--- config.mk ---
export PLATFORM = sky130hd
export DESIGN_NAME = flow_ctrl_unit
export DESIGN_NICKNAME = d
export VERILOG_FILES = /design/src/rtl/flow_ctrl_pkg.sv /design/src/rtl/flow_ctrl_unit_cond_eval.sv /design/src/rtl/flow_ctrl_unit.sv
export SDC_FILE = /design/constraint.sdc
export NUM_CORES = 1
export LEC_CHECK = 0
export BUFFER_PORTS_ARGS = -buffer_cell sky130_fd_sc_hd__buf_2
export CAP_MARGIN = 15
export CORE_MARGIN = 1.5
export CORE_UTILIZATION = 50
export DETAILED_ROUTE_END_ITERATION = 8
export GPL_TIMING_DRIVEN = 1
export MAX_ROUTING_LAYER = met4
export PLACE_DENSITY = 0.79
export SYNTH_ARGS = -nofsm -noshare
export SYNTH_HDL_FRONTEND = slang
export SYNTH_SLANG_ARGS = --single-unit
--- constraint.sdc ---
create_clock -name clk -period 3.55 [get_ports clk]
set_input_delay 0.355 -clock clk [delete_from_list [all_inputs] [get_ports clk]]
set_output_delay 0.355 -clock clk [all_outputs]
set_load 0.03 [all_outputs]
--- src/rtl/flow_ctrl_pkg.sv ---
// Shared opcodes, status bit positions and state encoding for the program-flow unit.
package flow_ctrl_pkg;

  localparam int unsigned OP_W = 4;
  localparam int unsigned ST_W = 3;

  localparam logic [OP_W-1:0] FC_NOP  = 4'd0;
  localparam logic [OP_W-1:0] FC_TRAP = 4'd1;
  localparam logic [OP_W-1:0] FC_JMP  = 4'd2;
  localparam logic [OP_W-1:0] FC_JZ   = 4'd3;
  localparam logic [OP_W-1:0] FC_JS   = 4'd4;
  localparam logic [OP_W-1:0] FC_JZS  = 4'd5;
  localparam logic [OP_W-1:0] FC_LSR  = 4'd6;
  localparam logic [OP_W-1:0] FC_XSR  = 4'd7;
  localparam logic [OP_W-1:0] FC_STEP = 4'd8;

  localparam int unsigned ST_ZERO  = 0;
  localparam int unsigned ST_SIGN  = 1;
  localparam int unsigned ST_CARRY = 2;

  typedef enum logic [1:0] {
    RUN   = 2'd0,
    FLUSH = 2'd1,
    TRAP  = 2'd2
  } fc_state_t;

endpackage

--- src/rtl/flow_ctrl_unit_cond_eval.sv ---
// Jump-taken decision from the opcode and the registered zero/sign flags.
module flow_cond_eval
  import flow_ctrl_pkg::*;
(
  input  logic [OP_W-1:0] op_code,
  input  logic            zero,
  input  logic            sign,
  output logic            taken
);

  always_comb begin
    taken = 1'b0;
    case (op_code)
      FC_JMP:  taken = 1'b1;
      FC_JZ:   taken = zero;
      FC_JS:   taken = sign;
      FC_JZS:  taken = zero | sign;
      default: taken = 1'b0;
    endcase
  end

endmodule

--- src/rtl/flow_ctrl_unit.sv ---
// Program-flow unit: owns pc and status, resolves jumps/traps/status ops beside the ALU.
module flow_ctrl_unit
  import flow_ctrl_pkg::*;
#(
  parameter int unsigned       ADDR_W   = 20,
  parameter logic [ADDR_W-1:0] RESET_PC = '0
) (
  input  logic              clk,
  input  logic              rst,
  input  logic              op_valid,
  output logic              op_ready,
  input  logic [OP_W-1:0]   op_code,
  input  logic [ADDR_W-1:0] op_target,
  input  logic [ST_W-1:0]   op_status,
  input  logic              alu_flag_we,
  input  logic              alu_zero,
  input  logic              alu_sign,
  input  logic              alu_carry,
  input  logic              resume,
  output logic [ADDR_W-1:0] pc,
  output logic              redirect,
  output logic [ST_W-1:0]   status,
  output logic              trapped
);

  fc_state_t         state;
  logic              taken;
  logic [ADDR_W-1:0] pc_inc;

  // Ready is a pure decode of the state register, forced low while reset is held.
  assign op_ready = (state == RUN) && !rst;
  assign pc_inc   = pc + ADDR_W'(1);

  flow_cond_eval u_cond (
    .op_code (op_code),
    .zero    (status[ST_ZERO]),
    .sign    (status[ST_SIGN]),
    .taken   (taken)
  );

  always_ff @(posedge clk or posedge rst) begin
    if (rst) begin
      state    <= RUN;
      pc       <= RESET_PC;
      status   <= '0;
      redirect <= 1'b0;
      trapped  <= 1'b0;
    end else begin
      redirect <= 1'b0;
      // ALU capture comes first so a same-cycle LSR/XSR overrides it.
      if (alu_flag_we) status <= {alu_carry, alu_sign, alu_zero};

      case (state)
        RUN: begin
          if (op_valid) begin
            case (op_code)
              FC_TRAP: begin
                state   <= TRAP;
                trapped <= 1'b1;
              end
              FC_JMP, FC_JZ, FC_JS, FC_JZS: begin
                if (taken) begin
                  pc       <= op_target;
                  redirect <= 1'b1;
                  state    <= FLUSH;
                end else begin
                  pc <= pc_inc;
                end
              end
              FC_LSR: begin
                status <= op_status;
                pc     <= pc_inc;
              end
              FC_XSR: begin
                status <= status ^ op_status;
                pc     <= pc_inc;
              end
              default: pc <= pc_inc;
            endcase
          end
        end
        FLUSH: state <= RUN;
        TRAP: begin
          if (resume) begin
            state   <= RUN;
            trapped <= 1'b0;
            pc      <= pc_inc;
          end
        end
        default: begin
          state   <= RUN;
          trapped <= 1'b0;
        end
      endcase
    end
  end

endmodule
* After elaboration in Yosys (flattened, before gate mapping)
Cells that the tools add are included.
** Storage, ports and cells
- Register bits after elaboration :: 27
- Logic and storage cells :: 55
** Operators by class
- Add/sub/neg operators :: 1
- Eq/ne operators :: 15
- Multiplexer cells :: 23
- Bitwise gates (word level) :: 3
- Reductions and logical operators :: 8
** Operator list (number)
- 20-bit one-hot mux with 2 select lines :: 2
- 20-bit 2-to-1 mux :: 3
- 20-bit by 1-bit adder with 20-bit output (second input constant) :: 1
- 4-bit by 3-bit == test with 1-bit output (second input constant) :: 4
- 4-bit AND reduction :: 3
- 3-bit 2-to-1 mux :: 3
- 4-bit by 2-bit == test with 1-bit output (second input constant) :: 2
- 2-bit one-hot mux with 2 select lines :: 2
- 1-bit 2-to-1 mux :: 7
- 2-bit 2-to-1 mux :: 3
- 2-bit inequality test (second input constant) :: 3
- 3-bit one-hot mux with 2 select lines :: 1
- 4-bit by 1-bit == test with 1-bit output (second input constant) :: 1
- 1-bit one-hot mux with 4 select lines :: 1
- 4-bit OR reduction :: 1
- 3-bit by 1-bit inequality test with 1-bit output (second input constant) :: 1
- 3-bit inequality test (second input constant) :: 1
- 1-bit one-hot mux with 3 select lines :: 1
- 3-bit XOR :: 1
- 2-bit by 1-bit == test with 1-bit output (second input constant) :: 1
- 2-bit == test (second input constant) :: 1
- 2-bit zero test :: 1
- 2-bit by 1-bit inequality test with 1-bit output (second input constant) :: 1
- 2-bit nonzero test :: 1
- 4 further kinds :: 4

* Logic depth before layout (Yosys ltp)
Gate-level depths: netlist (run 1).
- Depth in word-level cells :: 6
- Gate-level depth with buffers :: 8

* Modules after synthesis
Synthesis (run 1) repeated with hierarchy kept, for this count alone.
** Second synthesis, totals
- Cell total of the unflattened synthesis :: 202
- Area, all modules :: 1828.0 um^2
** Modules (own cells, without submodules)
- flow_ctrl_unit :: times used 1, cells an instance 195, area each 1781.7 um^2, sequential area each 675.6 um^2
- flow_cond_eval :: times used 1, cells an instance 7, area each 46.3 um^2, sequential area each 0.0 um^2

* Worst setup path after synthesis (run 1)
Ideal clock, no wire load.
- Path type :: register to register
- Start point :: register pc[4]
- End point :: register pc[11]
- Arrival :: 1764 ps
- Data required time :: 3408 ps
- Setup slack :: 1645 ps
- Cell stages (with the launch flop) :: 7
- Path buffers :: 1
- Period minus slack after synthesis :: 1905 ps
- Cell sequence :: dfrtp_1 > clkbuf_2 > nand4_1 > nor3_1 > o21ai_0 > o22ai_1 > a22oi_1
** Between the ends
- Word-level cells in the longest chain between the ends :: 5
- Elaborated cells on any way between the ends :: 6
** RTL lines
- start, declared :: line flow_ctrl_unit.sv:20 : output logic [ADDR_W-1:0] pc,
- start signal, assigned :: line flow_ctrl_unit.sv:63 : pc <= op_target;
- start signal, assigned :: line flow_ctrl_unit.sv:67 : pc <= pc_inc;
- start signal, assigned :: line flow_ctrl_unit.sv:72 : pc <= pc_inc;
- 20-bit by 1-bit adder with 20-bit output * :: line flow_ctrl_unit.sv:32 : assign pc_inc = pc + ADDR_W'(1);
- 20-bit 2-to-1 mux :: line flow_ctrl_unit.sv:62 : if (taken) begin
- 20-bit one-hot mux with 2 select lines :: line flow_ctrl_unit.sv:56 : case (op_code)
- 20-bit 2-to-1 mux :: line flow_ctrl_unit.sv:55 : if (op_valid) begin
- 20-bit one-hot mux with 2 select lines * :: line flow_ctrl_unit.sv:53 : case (state)
Mark *: on every way between the ends. The rest lies on a longest branch, timed or not. The select of a mux whose other input is x is not followed.
A chain may end at the register's enable or synchronous reset.

* Final worst setup path (run 1)
- Start point :: register status[0]
- End point :: register pc[9]
** Between the ends
- Word-level cells in the longest chain between the ends :: 6
** RTL lines
- start, declared :: line flow_ctrl_unit.sv:22 : output logic [ST_W-1:0] status,
- start signal, assigned :: line flow_ctrl_unit.sv:51 : if (alu_flag_we) status <= {alu_carry, alu_sign, alu_zero};
- start signal, assigned :: line flow_ctrl_unit.sv:71 : status <= op_status;
- start signal, assigned :: line flow_ctrl_unit.sv:75 : status <= status ^ op_status;
- 1-bit OR :: line flow_ctrl_unit_cond_eval.sv:17 : FC_JZS: taken = zero | sign;
- 1-bit one-hot mux with 4 select lines * :: line flow_ctrl_unit_cond_eval.sv:13 : case (op_code)
- 20-bit 2-to-1 mux * :: line flow_ctrl_unit.sv:62
- 20-bit one-hot mux with 2 select lines * :: line flow_ctrl_unit.sv:56
- 20-bit 2-to-1 mux * :: line flow_ctrl_unit.sv:55
- 20-bit one-hot mux with 2 select lines * :: line flow_ctrl_unit.sv:53
Marked as above.

==> flow_summary.json, run 1 <==
{
  "status": "complete, no violations",
  "globalplace.congestion": 0.9077,
  "drt-vias-per-instance": 6.010,
  "cts_buffer_depth": 2,
  "synth_flop_cell": "dfrtp_1",
  "p_leak_nw": 0.9778,
  "num_rows": 21,
  "cp_cell_sequence": "a21oi_1, a2bb2oi_2, or2_1, buf_4, mux2i_1, o22ai_1",
  "synth_enable_flop_cells": 0,
  "syn2layout_area_growth_pct": 19.70,
  "slowest_delay_ns": 0.60,
  "clock_skew_ns": 0.003179,
  "final_core_util_pct": 62.65,
  "grt_max_degree": 28,
  "gr-usage-all-layers_pct": 24.82,
  "die_height_um": 62.11,
  "hold_violations": 0,
  "startpoint_type": "register",
  "ant_nets": 0,
  "initial_utilization_pct": 52.34,
  "yosysUniqueCellTypes": 41,
  "clock_latency_ns": 0.34,
  "htree_levels": 1,
  "synth_common_cells": "27 x dfrtp_1, 19 x o21ai_0, 15 x a21oi_1",
  "wl_per_cell_um": 14.87,
  "cp_max_fo": 19,
  "layout.nets": 290,
  "required_ns": 3.76,
  "setup_viol": 0,
  "antenna_cells": 0,
  "cts_inserted_buffers": 3,
  "worstPathArrival_ns": 2.58,
  "ys_seq_elements": 27,
  "num-fill-cells": 317,
  "floorplan.io_pins": 61,
  "drive_gt1_share_pct": 27.67,
  "crit_buf_inv": 1,
  "syn_area_per_cell_sq_um": 8.777,
  "end_kind": "register",
  "grt_pass1_wl_mm": 7.652,
  "min_period_over_period_pct": 66.88,
  "slowest_stage": "or2_1",
  "seq_area_frac_synth_pct": 38.68,
  "grt_overflow": 0,
  "cap_violations": 0,
  "yosys.area_share.adder_pct": 0.7163,
  "antenna_found_initial": 0,
  "critical_path_class": "reg -> reg",
  "cts_tree": "built",
  "grt_pass1_vias": 1598,
  "synth_nets": 235,
  "die_w_um": 62.11,
  "drc": 0,
  "vias": 1797,
  "layout_min_cycle_time_ns": 2.374,
  "asyncSetResetFlopFracSynth_pct": 100.0,
  "drtIter0Drc": 120,
  "clkTransAtPathRegs_ns": 0.15,
  "hold_path.class": "in -> async",
  "cts_hold_buffers": 0,
  "rsz0062_at_grt": "no",
  "post_cts_resized": 0,
  "post_synth_xor_area_fraction_pct": 0,
  "synth_top_family_by_area": "compound AO/OA/AOI/OAI gates",
  "p_per_area_nw_per_um2": 613.4,
  "cp_top_family": "compound AO/OA/AOI/OAI gates",
  "yosys.area.top_type": "dfrtp_1",
  "ys_warn_count": 0,
  "cts-root-buf": "clkbuf_4",
  "dieArea_sq_um": 3857,
  "setup_tns_ns": 0,
  "routed_wl_mm": 4.447,
  "hpwl_mm": 3.174,
  "io_buffers": 60,
  "synth.area.top_cells": "dfrtp_1 39%, o21ai_0 5.4%, mux2i_1 5.2%",
  "max_slew_margin_pct": 42.54,
  "synth.cell_area_sq_um": 1747,
  "synth_top_area_share_pct": 38.68,
  "yosys.area_share.simple_pct": 23.21,
  "cts.sinks": 27,
  "synth-compound-area-share_pct": 26.00,
  "synth_cells": 199,
  "synth.mux.area_fraction_pct": 5.158,
  "dr.pass1.iters": 5,
  "slew_viol_final": 0,
  "synth_most_common_cell": "dfrtp_1",
  "peakVddDrop_v": 0.0003241,
  "worst_pin_slew_ns": 0.8619,
  "core_sq_um": 3337,
  "setup_ws_ns": 1.176,
  "cts_setup_buffers": 0,
  "fmax_mhz": 421.2,
  "dp_slack_ns": 1.129
}
==> metrics by stage <==
step	hold WS [ns]	total power, mW	std cells	area, sq um
6_report	0.04613	1.282	299	2091
2_1_floorplan	0.4077	0.9564	199	1747
3_5_place_dp	0.5137	1.139	294	2037
4_1_cts	0.2367	1.274	298	2063
5_1_grt	0.07955	1.364	299	2091
3_3_place_gp	0.5127	1.128	294	2037
==> report_power, final <==
group / internal [mW] / switching [mW]
sequential: 0.400 / 0.144
combinational: 0.215 / 0.384
clock: 0.0442 / 0.0961
==> layer usage <==
layer / up-vias / part of all wire (%) / track usage, %
li1: 869 / - / -
met1: 861 / 47 / 34.12
met2: 62 / 47 / 38.86
met3: 5 / 5.3 / 3.080
met4: 0 / 1.3 / 7.500
met5: - / 0 / -
==> logic make-up after synthesis <==
logic type                 count (synthesis)
and+or+nand+nor                           72
AOI/OAI and AO/OA                         69
DFF                                       27
buffers and inverters                     21
muxes                                      9
adders and majority gates                  1
==> path summary, 6_finish.rpt <==
kind	start	to	slack, ns	cells after the start
worst max-delay path	status[0]$_DFF_PP0_	pc[9]$_DFFE_PP0P_	1.18	6
worst min register to register	state[0]$_DFFE_PP0P_	state[1]$_DFFE_PP0P_	0.55	1
worst min-delay path	rst	pc[17]$_DFFE_PP0P_	0.05	2
worst max register to register	status[0]$_DFF_PP0_	pc[9]$_DFFE_PP0P_	1.18	6
max in group asynchronous	rst	pc[13]$_DFFE_PP0P_	3.04	3
min in group clk	alu_carry	status[2]$_DFF_PP0_	0.24	2
==> cell usage in the layout (no fill, tap or decap), types with 5 or more instances in the layout <==
master     instances
and4_1             6
nor2_1             7
and3_1             6
mux2i_1            9
buf_2             60
nand2_1           14
o21ai_0           19
a2bb2oi_1         10
inv_1              8
nand2b_1           5
nand3_1           14
o22ai_1            5
a21oi_1           15
nor3_1             5
dfrtp_1           27
==> registers in the layout, indices dropped and copies added (netlist names) <==
signal    cells
pc           20
redirect      1
state         2
status        3
trapped       1
==> layout make-up <==
cell class / instances / area (sq um) / share of cell area [%]
well taps: 46 / 57.56 / 2.753
inverters: 9 / 33.78 / 1.616
multi-input cells: 151 / 962.2 / 46.02
repair buffers: 62 / 335.3 / 16.04
flip-flops and latches: 27 / 675.6 / 32.32
clock buffers: 4 / 26.28 / 1.257
Note: power is estimated with default switching activity, not from simulation.
==> run 2, diff against run 1 <==
--- a/config.mk
+++ b/config.mk
@@ -8,11 +8,11 @@
 export BUFFER_PORTS_ARGS = -buffer_cell sky130_fd_sc_hd__buf_2
 export CAP_MARGIN = 15
 export CORE_MARGIN = 1.5
-export CORE_UTILIZATION = 50
+export CORE_UTILIZATION = 45
 export DETAILED_ROUTE_END_ITERATION = 8
 export GPL_TIMING_DRIVEN = 1
 export MAX_ROUTING_LAYER = met4
-export PLACE_DENSITY = 0.79
+export PLACE_DENSITY = 0.75
 export SYNTH_ARGS = -nofsm -noshare
 export SYNTH_HDL_FRONTEND = slang
 export SYNTH_SLANG_ARGS = --single-unit
==> constraint.sdc (replaced) <==
create_clock -name clk -period 1.9 [get_ports clk]
set_input_delay 0.19 -clock clk [delete_from_list [all_inputs] [get_ports clk]]
set_output_delay 0.19 -clock clk [all_outputs]
set_load 0.03 [all_outputs]
==> run 2 against run 1 <==
Core utilization is 3.2 points lower. Clock skew is 0.0011 ns higher. Routed wire length is 1.8% higher. Critical endpoint is now pc[13]$_DFFE_PP0P_.
==> flow_summary.json, run 2 (synthesis gave the netlist of run 1 again) <==
{
  "fmax_mhz": 542.3,
  "slew_viol_final": 0,
  "wl_per_cell_um": 14.70,
  "syn2layout_area_growth_pct": 25.57,
  "gr-usage-all-layers_pct": 22.96,
  "startpoint_type": "register",
  "ant_nets": 0,
  "placed_area_sq_um": 2122,
  "io_buffers": 60,
  "drc": 0,
  "antenna_cells": 0,
  "antenna_found_initial": 0,
  "largest_reg_flops": 20,
  "dp.cells": 303,
  "clock_skew_ns": 0.004303,
  "dieArea_sq_um": 4264,
  "worstReg2RegStart": "pc[5]$_DFFE_PP0P_",
  "grt_pass1_vias": 1603,
  "layout.nets": 297,
  "reg2reg_to": "pc[13]$_DFFE_PP0P_",
  "worstHoldStart": "alu_sign",
  "cts_tree": "built",
  "layout_common_cells": "60 x buf_2, 26 x dfrtp_1, 19 x o21ai_0",
  "setup_viol": 0,
  "p_leak_nw": 1.032,
  "cap_violations": 0,
  "dr.pass1.iters": 4,
  "worstPathArrival_ns": 2.04,
  "end_kind": "register",
  "hpwl_mm": 3.205,
  "grt_pass1_wl_mm": 7.562,
  "num-fill-cells": 361,
  "cts.sinks": 27,
  "die_height_um": 65.30,
  "die_w_um": 65.30,
  "cts-root-buf": "clkbuf_8",
  "layout_min_cycle_time_ns": 1.844,
  "peakVddDrop_v": 0.0006857,
  "p_total_mw": 2.529,
  "vias": 1782,
  "ff2ff_path_depth": 5,
  "largest_register": "pc",
  "holdPathEnd": "status[1]$_DFF_PP0_",
  "drive_gt1_share_pct": 30.77,
  "holdPathStages": 2,
  "required_ns": 2.10,
  "stdcell_area_sq_um": 2193,
  "htree_levels": 1,
  "cts_buffer_depth": 2,
  "hold_violations": 0,
  "cp_max_fo": 7,
  "p_per_area_nw_per_um2": 1153,
  "globalplace.congestion": 0.7964,
  "cts_setup_buffers": 0,
  "top_regs": "pc x20, status x3, state x2",
  "floorplan.io_pins": 61,
  "hold_path.class": "in -> reg",
  "status": "complete, no violations",
  "num_rows": 22,
  "grt_overflow": 0,
  "clock_latency_ns": 0.27,
  "grt_max_degree": 35,
  "drtIter0Drc": 149,
  "routed_wl_mm": 4.527,
  "layout_commonest_cell": "buf_2",
  "cts_inserted_buffers": 3,
  "final_cells": 308,
  "drt-vias-per-instance": 5.786,
  "critical_path_class": "reg -> reg",
  "ff2ff_setup_slack_ns": 0.06,
  "worst_pin_slew_ns": 0.4249,
  "min_period_over_period_pct": 97.06,
  "initial_utilization_pct": 47.35,
  "core_sq_um": 3689,
  "max_slew_margin_pct": 71.44,
  "clkTransAtPathRegs_ns": 0.09
}
==> run 2: changes by cell type in the layout (fill, tap and decap cells not counted), sizes merged <==
cell         previous run  this run
buf                    62        68
dlygate4sd3             0         1
==> run 2: worst max-delay path by stage <==
stage                      start                  to  slack (ns)
2_1_floorplan  pc[4]$_DFFE_PP0P_  pc[11]$_DFFE_PP0P_        0.11
3_3_place_gp   pc[5]$_DFFE_PP0P_  pc[11]$_DFFE_PP0P_        0.18
3_5_place_dp   pc[0]$_DFFE_PP0P_  pc[14]$_DFFE_PP0P_        0.16
4_1_cts        pc[1]$_DFFE_PP0P_  pc[14]$_DFFE_PP0P_        0.14
5_1_grt        pc[5]$_DFFE_PP0P_  pc[13]$_DFFE_PP0P_       -0.02
6_report       pc[5]$_DFFE_PP0P_  pc[13]$_DFFE_PP0P_        0.06
==> run 2: what timing repair did <==
item	in CTS	in global routing
hold endpoints to repair	27	0
resized for setup	0	4
hold buffers	1	0
endpoints found under the setup margin	0	4
==> run 2: power breakdown <==
group          internal, mW  switching [mW]
logic                 0.432           0.776
clock network         0.150           0.173
registers             0.749           0.248
==> run 2: cell type report <==
cell class,count,area (sq um),share of cell area (%)
Multi-Input combinational cell,151,982.2,44.78
Sequential cell,27,676.9,30.86
Tap cell,48,60.06,2.738
Inverter,9,33.78,1.540
Clock buffer,4,45.04,2.054
Timing Repair Buffer,69,395.4,18.03
==> run 2: critical path: stages (launching register included) <==
cell,delay [ns]
dfrtp_1,0.46
nand4_1,0.39
nor3_1,0.46
nand3_1,0.13
a21oi_1,0.16
a2bb2oi_1,0.18
==> run 2: through the flow <==
stage                     TNS (ns)  setup WS, ns  hold slack (ns)  util, %
after floorplan                  0        0.1128           0.2427        -
after global placement           0        0.1770           0.2888    57.53
after detailed placement         0        0.1645           0.2814    57.53
after CTS                        0        0.1403           0.1490    59.02
after global routing      -0.02372      -0.01629           0.1531    59.46
final                            0       0.05595           0.1477    59.46
==> run 2: per-layer routing <==
metal  track usage, %  wire, um
met2            34.82      2173
met4            5.469        42
met3            2.911       309
met1            32.97      2002
met5                -         0
==> run 3, diff against run 2 <==
--- a/config.mk
+++ b/config.mk
@@ -13,6 +13,7 @@
 export GPL_TIMING_DRIVEN = 1
 export MAX_ROUTING_LAYER = met4
 export PLACE_DENSITY = 0.75
+export SETUP_SLACK_MARGIN = 0.4
 export SYNTH_ARGS = -nofsm -noshare
 export SYNTH_HDL_FRONTEND = slang
 export SYNTH_SLANG_ARGS = --single-unit
==> run 3 against run 2 <==
Die area unchanged. Global-route usage grew 2.7 points. Flip-flop and latch count stayed put. Design area increased by 23%. Routed wire length grew 30%. Maximum frequency increased by 15%. Sequential power about the same. Hold slack got worse by 0.0056 ns. Combinational power grew 32%. Final cell count grew 8.8%.
==> flow_summary.json, run 3 (synthesis gave the netlist of run 1 again) <==
{
  "placed_area_sq_um": 2185,
  "critical_path_class": "reg -> reg",
  "core_sq_um": 3689,
  "layout_min_cycle_time_ns": 1.598,
  "holdWs_ns": 0.1421,
  "hold_violations": 0,
  "peakVddDrop_v": 0.0007723,
  "stdcell_area_sq_um": 2699,
  "drive_gt1_share_pct": 50.87,
  "die_w_um": 65.30,
  "cp_cell_sequence": "a21oi_2, a2bb2oi_4, or2_4, buf_12, mux2i_2, a2bb2oi_2",
  "ant_nets": 0,
  "routed_wl_mm": 5.879,
  "largest_register": "pc",
  "dieArea_sq_um": 4264,
  "grt_overflow": 0,
  "switching_share_pct": 46.66,
  "status": "complete, no violations",
  "cts_inserted_buffers": 3,
  "p_per_area_nw_per_um2": 1100,
  "cts.sinks": 27,
  "htree_levels": 1,
  "clock_skew_ns": 0.009893,
  "grt_max_degree": 28,
  "grt_pass1_vias": 1769,
  "cts_tree": "built",
  "globalplace.congestion": 0.7923,
  "antenna_found_initial": 0,
  "cts-root-buf": "clkbuf_8",
  "num_rows": 22,
  "floorplan.io_pins": 61,
  "p_switching_mw": 1.386,
  "required_ns": 2.07,
  "io_buffers": 60,
  "vias": 1993,
  "cp_max_fo": 5,
  "combPwrFrac_pct": 54.0,
  "clock_latency_ns": 0.28,
  "slowest_stage": "dfrtp_1",
  "clkTransAtPathRegs_ns": 0.10,
  "grt_pass1_wl_mm": 8.314,
  "top_regs": "pc x20, status x3, state x2",
  "min_period_over_period_pct": 84.12,
  "clockPowerShare_pct": 11.4,
  "slowest_delay_ns": 0.43,
  "cp_top_family": "compound AO/OA/AOI/OAI gates",
  "setup_tns_ns": 0,
  "die_height_um": 65.30,
  "layout_common_cells": "60 x buf_2, 26 x buf_4, 16 x dfrtp_1",
  "p_leak_nw": 1.239,
  "max_slew_margin_pct": 75.03,
  "syn2layout_area_growth_pct": 54.51,
  "drtIter0Drc": 151,
  "cap_violations": 0,
  "initial_utilization_pct": 47.35,
  "drc": 0,
  "drt-vias-per-instance": 5.949,
  "worstPathArrival_ns": 1.76,
  "end_kind": "register",
  "gr-usage-all-layers_pct": 25.71,
  "internal_power_mw": 1.584,
  "rsz0062_at_grt": "yes",
  "fmax_mhz": 625.7,
  "worst_pin_slew_ns": 0.3745,
  "largest_reg_flops": 20,
  "final_core_util_pct": 73.17,
  "hpwl_mm": 3.450,
  "antenna_cells": 0,
  "layout.nets": 324,
  "layout_commonest_cell": "buf_2",
  "wl_per_cell_um": 17.55,
  "p_seq_share_pct": 34.7,
  "setup_viol": 0,
  "hold_path.class": "in -> reg",
  "crit_buf_inv": 1,
  "slew_viol_final": 0,
  "dr.pass1.iters": 4,
  "cts_buffer_depth": 2,
  "startpoint_type": "register"
}
==> run 3: power groups by stage <==
stage / sequential, mW / combinational [mW] / clock, mW
CTS: 0.997 / 1.44 / 0.337
global route: 1.06 / 1.71 / 0.362
finish: 1.03 / 1.60 / 0.338
global placement: 1.01 / 1.20 / 0
detailed placement: 1.02 / 1.22 / 0
floorplan: 1.31 / 0.550 / 0
==> run 3: cell type report <==
| type | count | area (sq um) |
|---|---|---|
| multi-input cells | 151 | 1177 |
| fillers | 284 | 989.7 |
| repair buffers | 96 | 693.2 |
| flip-flops and latches | 27 | 689.4 |
| well taps | 48 | 60.06 |
| clock buffers | 4 | 45.04 |
| inverters | 9 | 33.78 |
==> run 3: worst paths after layout <==
check                               startpoint                   to  slack [ns]  cells past startpoint
setup / recovery           status[0]$_DFF_PP0_    pc[5]$_DFFE_PP0P_        0.30                      6
setup reg to reg           status[0]$_DFF_PP0_    pc[5]$_DFFE_PP0P_        0.30                      6
max in group asynchronous                  rst    pc[4]$_DFFE_PP0P_        1.07                      4
min in group asynchronous                  rst  trapped$_DFFE_PP0P_        0.52                      4
hold reg to reg            status[2]$_DFF_PP0_  status[2]$_DFF_PP0_        0.57                      1
hold / removal                    op_target[1]    pc[1]$_DFFE_PP0P_        0.14                      3
==> run 3: tightest hold or removal path: cells and delay by family <==
| kind | cells | cell delay [ns] |
|---|---|---|
| compound gates | 1 | 0.07 |
| buf+inv | 1 | 0.10 |
| simple gates | 1 | 0.05 |
==> run 3: what timing repair did <==
item | CTS | global route
pin swaps | 8 | 19
cloned | 2 | 2
hold buffers | 1 | 0
setup buffers | 16 | 6
resized for setup | 23 | 28
endpoints found under the hold margin | 27 | 0
setup endpoints to repair | 23 | 23
==> run 3: stage by stage <==
stage | instances | power (mW) | worst slack (ns)
final | 335 | 2.970 | 0.3017
after global routing | 335 | 3.125 | 0.2181
after CTS | 327 | 2.772 | 0.3669
after detailed placement | 304 | 2.244 | 0.1556
after global placement | 304 | 2.215 | 0.2496
after floorplan | 199 | 1.861 | 0.3180
==> run 3: routing by layer <==
metal / global-route usage, % / vias to the layer above / share of wire, %
li1: - / 936 / -
met1: 33.52 / 951 / 42
met2: 42.09 / 89 / 49
met3: 3.938 / 17 / 7.0
met4: 6.771 / 0 / 2.4
met5: - / - / 0
